**src/rtl/mos_rank_accum.sv**
```systemverilog
// Rank-sorted MOSFET I_D/g_m accumulator: result SEL_K+1 cycles after the last accept, held until out_ready.
// Define MOS_RANK_CLIP_EN to saturate device values and the sum; otherwise both wrap.
module mos_rank_accum #(
  parameter int NUM_DEV = 6,
  parameter int DW      = 3,
  parameter int VTH     = 1,
  parameter int VAL_W   = 6,
  parameter int SEL_K   = 3,
  parameter int OUT_W   = 10
) (
  input  logic             clk,
  input  logic             rst,
  input  logic             start,
  input  logic [1:0]       mode,
  input  logic             in_valid,
  output logic             in_ready,
  input  logic [DW-1:0]    w,
  input  logic [DW-1:0]    v_gs,
  input  logic [DW-1:0]    v_ds,
  output logic             out_valid,
  input  logic             out_ready,
  output logic [OUT_W-1:0] out_n,
  output logic             busy
);

  localparam int CW    = 4*DW + 4;
  localparam int CNT_W = $clog2(NUM_DEV + 1);
  localparam int J_W   = $clog2(SEL_K + 1);
  localparam int WT_W  = J_W + 2;
  localparam int PW    = VAL_W + WT_W;

  typedef enum logic [1:0] {IDLE, COLLECT, ACCUM, DONE} state_t;

  state_t             state;
  logic               mode_id;
  logic               mode_top;
  logic [VAL_W-1:0]   ent [NUM_DEV];
  logic [CNT_W-1:0]   count;
  logic [J_W-1:0]     j;
  logic [PW-1:0]      prod;
  logic [OUT_W-1:0]   acc;

  // Device evaluation; vov is only meaningful outside cutoff, so unsigned math suffices.
  logic [CW-1:0]    w_x, vgs_x, vds_x, vov_x, num, raw;
  logic             cutoff, triode;
  logic [VAL_W-1:0] dev_val;

  always_comb begin
    w_x    = CW'(w);
    vgs_x  = CW'(v_gs);
    vds_x  = CW'(v_ds);
    cutoff = (vgs_x <= CW'(VTH));
    vov_x  = vgs_x - CW'(VTH);
    triode = (vov_x > vds_x);
    if (mode_id)
      num = triode ? w_x * (CW'(2) * vov_x * vds_x - vds_x * vds_x)
                   : w_x * vov_x * vov_x;
    else
      num = CW'(2) * w_x * (triode ? vds_x : vov_x);
    raw = cutoff ? '0 : num / CW'(3);
`ifdef MOS_RANK_CLIP_EN
    dev_val = (raw > CW'({VAL_W{1'b1}})) ? {VAL_W{1'b1}} : VAL_W'(raw);
`else
    dev_val = VAL_W'(raw);
`endif
  end

  // ge marks the valid prefix that stays ahead of the new value (ties keep arrival order).
  logic [NUM_DEV-1:0] ge;
  logic [VAL_W-1:0]   ent_ins [NUM_DEV];

  always_comb begin
    for (int i = 0; i < NUM_DEV; i++)
      ge[i] = (CNT_W'(i) < count) && (ent[i] >= dev_val);
    ent_ins[0] = ge[0] ? ent[0] : dev_val;
    for (int i = 1; i < NUM_DEV; i++) begin
      if (ge[i])
        ent_ins[i] = ent[i];
      else if (ge[i-1])
        ent_ins[i] = dev_val;
      else
        ent_ins[i] = ent[i-1];
    end
  end

  logic [VAL_W-1:0] term;
  logic [WT_W-1:0]  weight;
  logic [PW-1:0]    prod_next;
  logic [OUT_W-1:0] acc_next;

  always_comb begin
    term = '0;
    for (int k = 0; k < SEL_K; k++)
      if (j == J_W'(k))
        term = mode_top ? ent[k] : ent[NUM_DEV-SEL_K+k];
    weight    = mode_id ? WT_W'(j) + WT_W'(3) : WT_W'(1);
    prod_next = PW'(term) * PW'(weight);
  end

`ifdef MOS_RANK_CLIP_EN
  localparam int SW = ((OUT_W > PW) ? OUT_W : PW) + 1;
  logic [SW-1:0] acc_sum;

  always_comb begin
    acc_sum  = SW'(acc) + SW'(prod);
    acc_next = (acc_sum > SW'({OUT_W{1'b1}})) ? {OUT_W{1'b1}} : OUT_W'(acc_sum);
  end
`else
  always_comb begin
    acc_next = acc + OUT_W'(prod);
  end
`endif

  // ACCUM is a two-stage pipe: product registered at j, added at j+1; j==SEL_K drains the last term.
  always_ff @(posedge clk) begin
    if (rst) begin
      state     <= IDLE;
      in_ready  <= 1'b0;
      out_valid <= 1'b0;
      out_n     <= '0;
      busy      <= 1'b0;
      mode_id   <= 1'b0;
      mode_top  <= 1'b0;
      count     <= '0;
      j         <= '0;
      prod      <= '0;
      acc       <= '0;
      for (int i = 0; i < NUM_DEV; i++) ent[i] <= '0;
    end else begin
      case (state)
        IDLE: begin
          if (start) begin
            mode_id  <= mode[0];
            mode_top <= mode[1];
            for (int i = 0; i < NUM_DEV; i++) ent[i] <= '0;
            count    <= '0;
            in_ready <= 1'b1;
            busy     <= 1'b1;
            state    <= COLLECT;
          end
        end
        COLLECT: begin
          if (in_valid) begin
            for (int i = 0; i < NUM_DEV; i++) ent[i] <= ent_ins[i];
            count <= count + CNT_W'(1);
            if (count == CNT_W'(NUM_DEV - 1)) begin
              in_ready <= 1'b0;
              j        <= '0;
              acc      <= '0;
              state    <= ACCUM;
            end
          end
        end
        ACCUM: begin
          prod <= prod_next;
          if (j != '0) acc <= acc_next;
          j <= j + J_W'(1);
          if (j == J_W'(SEL_K)) begin
            out_n     <= acc_next;
            out_valid <= 1'b1;
            state     <= DONE;
          end
        end
        DONE: begin
          if (out_ready) begin
            out_valid <= 1'b0;
            busy      <= 1'b0;
            state     <= IDLE;
          end
        end
        default: state <= IDLE;
      endcase
    end
  end

endmodule

```
**config.mk**
```make
export PLATFORM = sky130hd
export DESIGN_NAME = mos_rank_accum
export DESIGN_NICKNAME = d
export VERILOG_FILES = /design/src/rtl/mos_rank_accum.sv
export SDC_FILE = /design/constraint.sdc
export NUM_CORES = 1
export LEC_CHECK = 0
export CAP_MARGIN = 20
export CORE_AREA = 2 2 129 131
export CTS_CLUSTER_DIAMETER = 80
export CTS_CLUSTER_SIZE = 24
export DETAILED_ROUTE_END_ITERATION = 10
export DIE_AREA = 0 0 131 133
export PLACE_DENSITY = 0.87
export SLEW_MARGIN = 10
export SYNTH_ARGS = -nofsm -noshare
export SYNTH_HDL_FRONTEND = slang
export SYNTH_SLANG_ARGS = --single-unit
```
**constraint.sdc**
```tcl
create_clock -name clk -period 33.3 [get_ports clk]
set_clock_uncertainty 0.2 [all_clocks]
set_input_delay 6.66 -clock clk [delete_from_list [all_inputs] [get_ports clk]]
set_output_delay 6.66 -clock clk [all_outputs]
set_load 0.005 [all_outputs]
```
# After elaboration in Yosys (flattened, before gate mapping)

Memories as Yosys holds them, arrays and structs flattened.
Cells that the tools add are included.
Widths: inputs -> output; s select.

Register bits: 42
Memories kept: 1
Latch bits: 0
Input bits: 16
Output and inout bits: 13
Bits in writable memories: 36
Memory bits (read-only): 0

Bitwise gates (word level): 12
Equal/unequal tests: 13
Add/subtract/negate cells: 6
Reduce and logical (&&, ||, !) cells: 22
$mul: 7
Muxes and demuxes: 68
Order comparisons: 14
Div/mod/pow operators: 1
Shifts and indexed selects: 0

Memories:

| memory | words | width | read ports | clocked after Yosys merged registers in | write ports | RTL line | text |
|---|---|---|---|---|---|---|---|
| ent    | 6     | 6     | 6          | 0                                       | 6           | 37       | `logic [VAL_W-1:0] ent [NUM_DEV];` |

Operator list:

| operator              | number |
|---|---|
| $mux 6                | 30 |
| $mux 16               | 3 |
| $ge 6x6->1            | 6 |
| $mux 10               | 3 |
| $pmux 10 s2           | 1 |
| $div 16x2->16 const B | 1 |
| $gt 16x3->1           | 1 |
| $mul 3x16->15         | 1 |
| $mul 3x16->16         | 1 |
| $sub 16x6->16         | 1 |
| $mul 15x3->15         | 1 |
| $mux 1                | 15 |
| $mux 2                | 7 |
| $mul 8x4->12          | 1 |
| $ne 2x2->1 const B    | 6 |
| $or 1x1->1            | 12 |
| $reduce_and 3->1      | 4 |
| $add 10x10->10        | 1 |
| $reduce_bool 2->1     | 5 |
| $mul 6x3->9           | 1 |
| $mux 3                | 3 |
| $eq 2x2->1 const B    | 4 |
| $mul 4x4->8           | 1 |
| $pmux 2 s4            | 1 |
| 19 further kinds      | 33 |

# Depth between registers and ports, before layout

Word-level depth: 13
Mapped depth: 60
Mapped depth without buffers: 57

# Worst setup path after synthesis

No wires, ideal clock.

Path type: input-to-reg
Start: in v_gs[0]
End: mem ent[3][0] (enable)
Data required time: 32.737 ns
Arrival time: 18.863 ns
Path buffers: 4
Cell stages on the path: 58
Slack: 13.874 ns
Library setup time: 0.363 ns
Path through: inv_1 > ha_1 > xnor2_1 > clkinv_1 > and2_1 > fa_1 > ha_1 > inv_1 > fa_1 > inv_1 > ha_1 > ha_1 > or2_2 > a211oi_1 > o32ai_1 > nor4_1 > xor2_1 > nand2_1 > [... 22 more ...] > nor3_4 > xnor2_1 > ha_1 > nor3_1 > o211ai_2 > nor3_4 > nor3_1 > ha_1 > nand2b_1 > a21o_1 > a21oi_1 > nor2b_1 > o21ai_0 > nand2b_1 > a21oi_1 > nor2b_1 > clkbuf_1 > a21oi_1

RTL lines:

| what               | RTL line | text |
|---|---|---|
| start: declaration | 18       | `input logic [DW-1:0] v_gs,` |
| end: declaration   | 37       |  |

==> metrics.txt <==
RSZ-0062 raised after global routing false; core area 16170 sq um; Starting Density about two thirds; sequential-to-total area share from yosys stat between 10% and 20%; DPL Wire Length between 20000 and 25000 um; Final setup viols 0; CTS H-tree lvls 3; Slowest cell on crit path clkdlybuf4s50_1; final hold vios 0; met1 GRT Util a little under two fifths; top_reg_cell synth dfxtp_1; Yosys cell types slightly below 90; met2 usage 55.30%; Reg2Reg Setup Slack 23.90 ns; vias per std cell between 6 and 7; final worst-path cycle share 65.56%; Arr. time, crit path 21.62 ns; clock tree buffer depth 2; startpoint types input port; initial antenna violation count 0; Avg Cell Area, Syn slightly above 8 sq um; Worst slew margin between 10% and 20%; Synth top area share 16.08%; CP max stage delay around 0.80 ns; Worst Path Max Fanout 14; Sum Neg Setup Slack 0 ns; area leader, netlist ha_1; Fmax approximately 46 MHz; grt total ovfl 0; Worst-path clk slew 0.06 ns; die area around 17000 sq um; Max Cap Viol 0; leakage about 0.0052 uW; initial DRC count 657; GRT Util Overall between 30% and 40%; Post-CTS Hold Fix Bufs 0; CTS Buf Count 9; Worst-Margin Slew approximately 1.3 ns; synth top area cells ha_1, edfxtp_1, fa_1, dfxtp_1, nand2_1; Post-Syn Instances between 1000 and 1500; critical path class in -> reg; die height 133 um; CTS resizes 0; status complete, no violations; Hold Path Class reg -> reg; num ports 29; PwrDens between 100 and 150 nW/um^2; DP Cell Count 1564; Routability Congestion around 0.98; share of cells above drive strength 1 roughly 4.9%; DR WL/cell between 15 and 20 um; Die X-Extent 131 um; #FFs+latches synth just under 80; largest net degree at the start of global routing 45; vias in the first global route ~9700; # port buffers 28; DRT Pass-1 Iters 6; CP most frequent cell ha_1; # DRC 0; fin crit period ~22 ns; Antenna Nets Post-Route 0; Worst IR Drop VDD between 0.07 and 0.08 mV; post-CTS setup buffers 0; Post-synth top cells nand2_1, nor2_1, ha_1; GR met3 Demand/Resource under 10%; endpoint type of the worst setup path flip-flop; FP Rows 47; CTS tree built; fraction of registers with async set/reset 0%; CTS root buf clkbuf_16; area delta synth->final 7.023%; CTS sink count between 70 and 80; Required @ worst endpoint around 33 ns; pins over their slew limit 0; layout net count around 1600; busiest layer in global routing met2; first-pass GRT wire length between 40000 and 50000 um; Cell Count, Final, Fillers Out between 1500 and 2000; EDFF count, synth 36; Yosys warnings 0; total vias in the final route between 9000 and 10000; Clk Latency, worst-skew pair roughly 0.35 ns; # diodes 0; drt total wl about 27000 um; synthesized cell area ~11000 sq um
## path summary, 6_finish.rpt
kind                                            start                       to  cells past startpoint
worst max-delay path                          v_gs[0]  ent[0][5]$_SDFFCE_PN0P_                     56
worst min-delay path            out_n[4]$_SDFFE_PP0P_    out_n[4]$_SDFFE_PP0P_                      2
worst max register to register   mode_id$_SDFFE_PP0P_  ent[0][5]$_SDFFCE_PN0P_                     33
worst min register to register  out_n[4]$_SDFFE_PP0P_    out_n[4]$_SDFFE_PP0P_                      2
## flip-flops by register name, summed over array words and instances (netlist names)
register / cells
ent: 36
prod: 9
in_ready: 1
out_valid: 1
count: 3
j: 2
out_n: 10
acc: 10
state: 2
mode_top: 1
mode_id: 1
busy: 1
## cell families (layout without fill, tap and decap cells)
| group | after synthesis | count (layout) | share of synthesized area (%) |
|---|---|---|---|
| flops | 77 | 77 | 17.33 |
| other cells | 2 | 6 | 0.06843 |
| mux | 58 | 58 | 5.404 |
| compound gates | 324 | 324 | 20.39 |
| buf+inv | 156 | 165 | 5.404 |
| simple gates | 475 | 475 | 20.67 |
| fa+ha+maj | 194 | 194 | 25.74 |
| xor+xnor | 61 | 61 | 4.994 |
## cells in the final DEF, fill, tap and decap left out, types with 17 or more instances in the layout
master,count
a21o_1,30
a21oi_1,102
a211oi_1,22
nor3_1,17
ha_1,141
dfxtp_1,41
xnor2_1,44
nand3_1,23
clkdlybuf4s50_1,28
and2_1,23
nor2_1,150
nand2b_1,27
mux2i_1,48
inv_1,111
nor2b_1,25
fa_1,53
o21ai_0,40
edfxtp_1,36
a22oi_1,19
nand2_1,150
## routing by layer
| layer | share of wire (%) | up-vias | wire, um |
|---|---|---|---|
| met4 | 5.5 | 0 | 1474 |
| li1 | - | 4759 | - |
| met3 | 5.9 | 104 | 1581 |
| met5 | 0 | - | 0 |
| met2 | 49 | 405 | 13250 |
| met1 | 40 | 4701 | 10710 |
## report_power, final
part	switching, uW	internal, uW	total (uW)
logic	601	385	986
clock network	41.6	65.5	107
registers	19.7	120	140
total	662	571	1230
## worst max-delay path: cells and delay by family
kind / cells / cell delay [ns]
compound gates: 18 / 4.33
simple gates: 18 / 4.25
fa+ha+maj: 11 / 3.89
buf+inv: 6 / 1.61
xor+xnor: 3 / 0.85
## per-stage QoR
stage	worst slack, ns	util, %	power [uW]	hold WS [ns]	area [sq um]
after floorplan	13.87	-	893.9	0.2454	10990
after global placement	11.83	70.67	1070	0.2460	11430
after detailed placement	11.34	70.67	1097	0.2490	11430
after CTS	11.63	72.63	1217	0.2575	11750
after global routing	10.34	72.63	1348	0.2856	11750
final	11.47	72.63	1233	0.2540	11750
## cell type report
type	instances	area (sq um)
clock inverter	6	87.58
sequential	77	1902
clock buffer	10	229.0
timing repair buffer	34	325.3
fill	1253	4427
multi-input combinational	1118	8494
inverter	115	431.7
tap	220	275.3
Note: power is estimated with default switching activity, not from simulation.
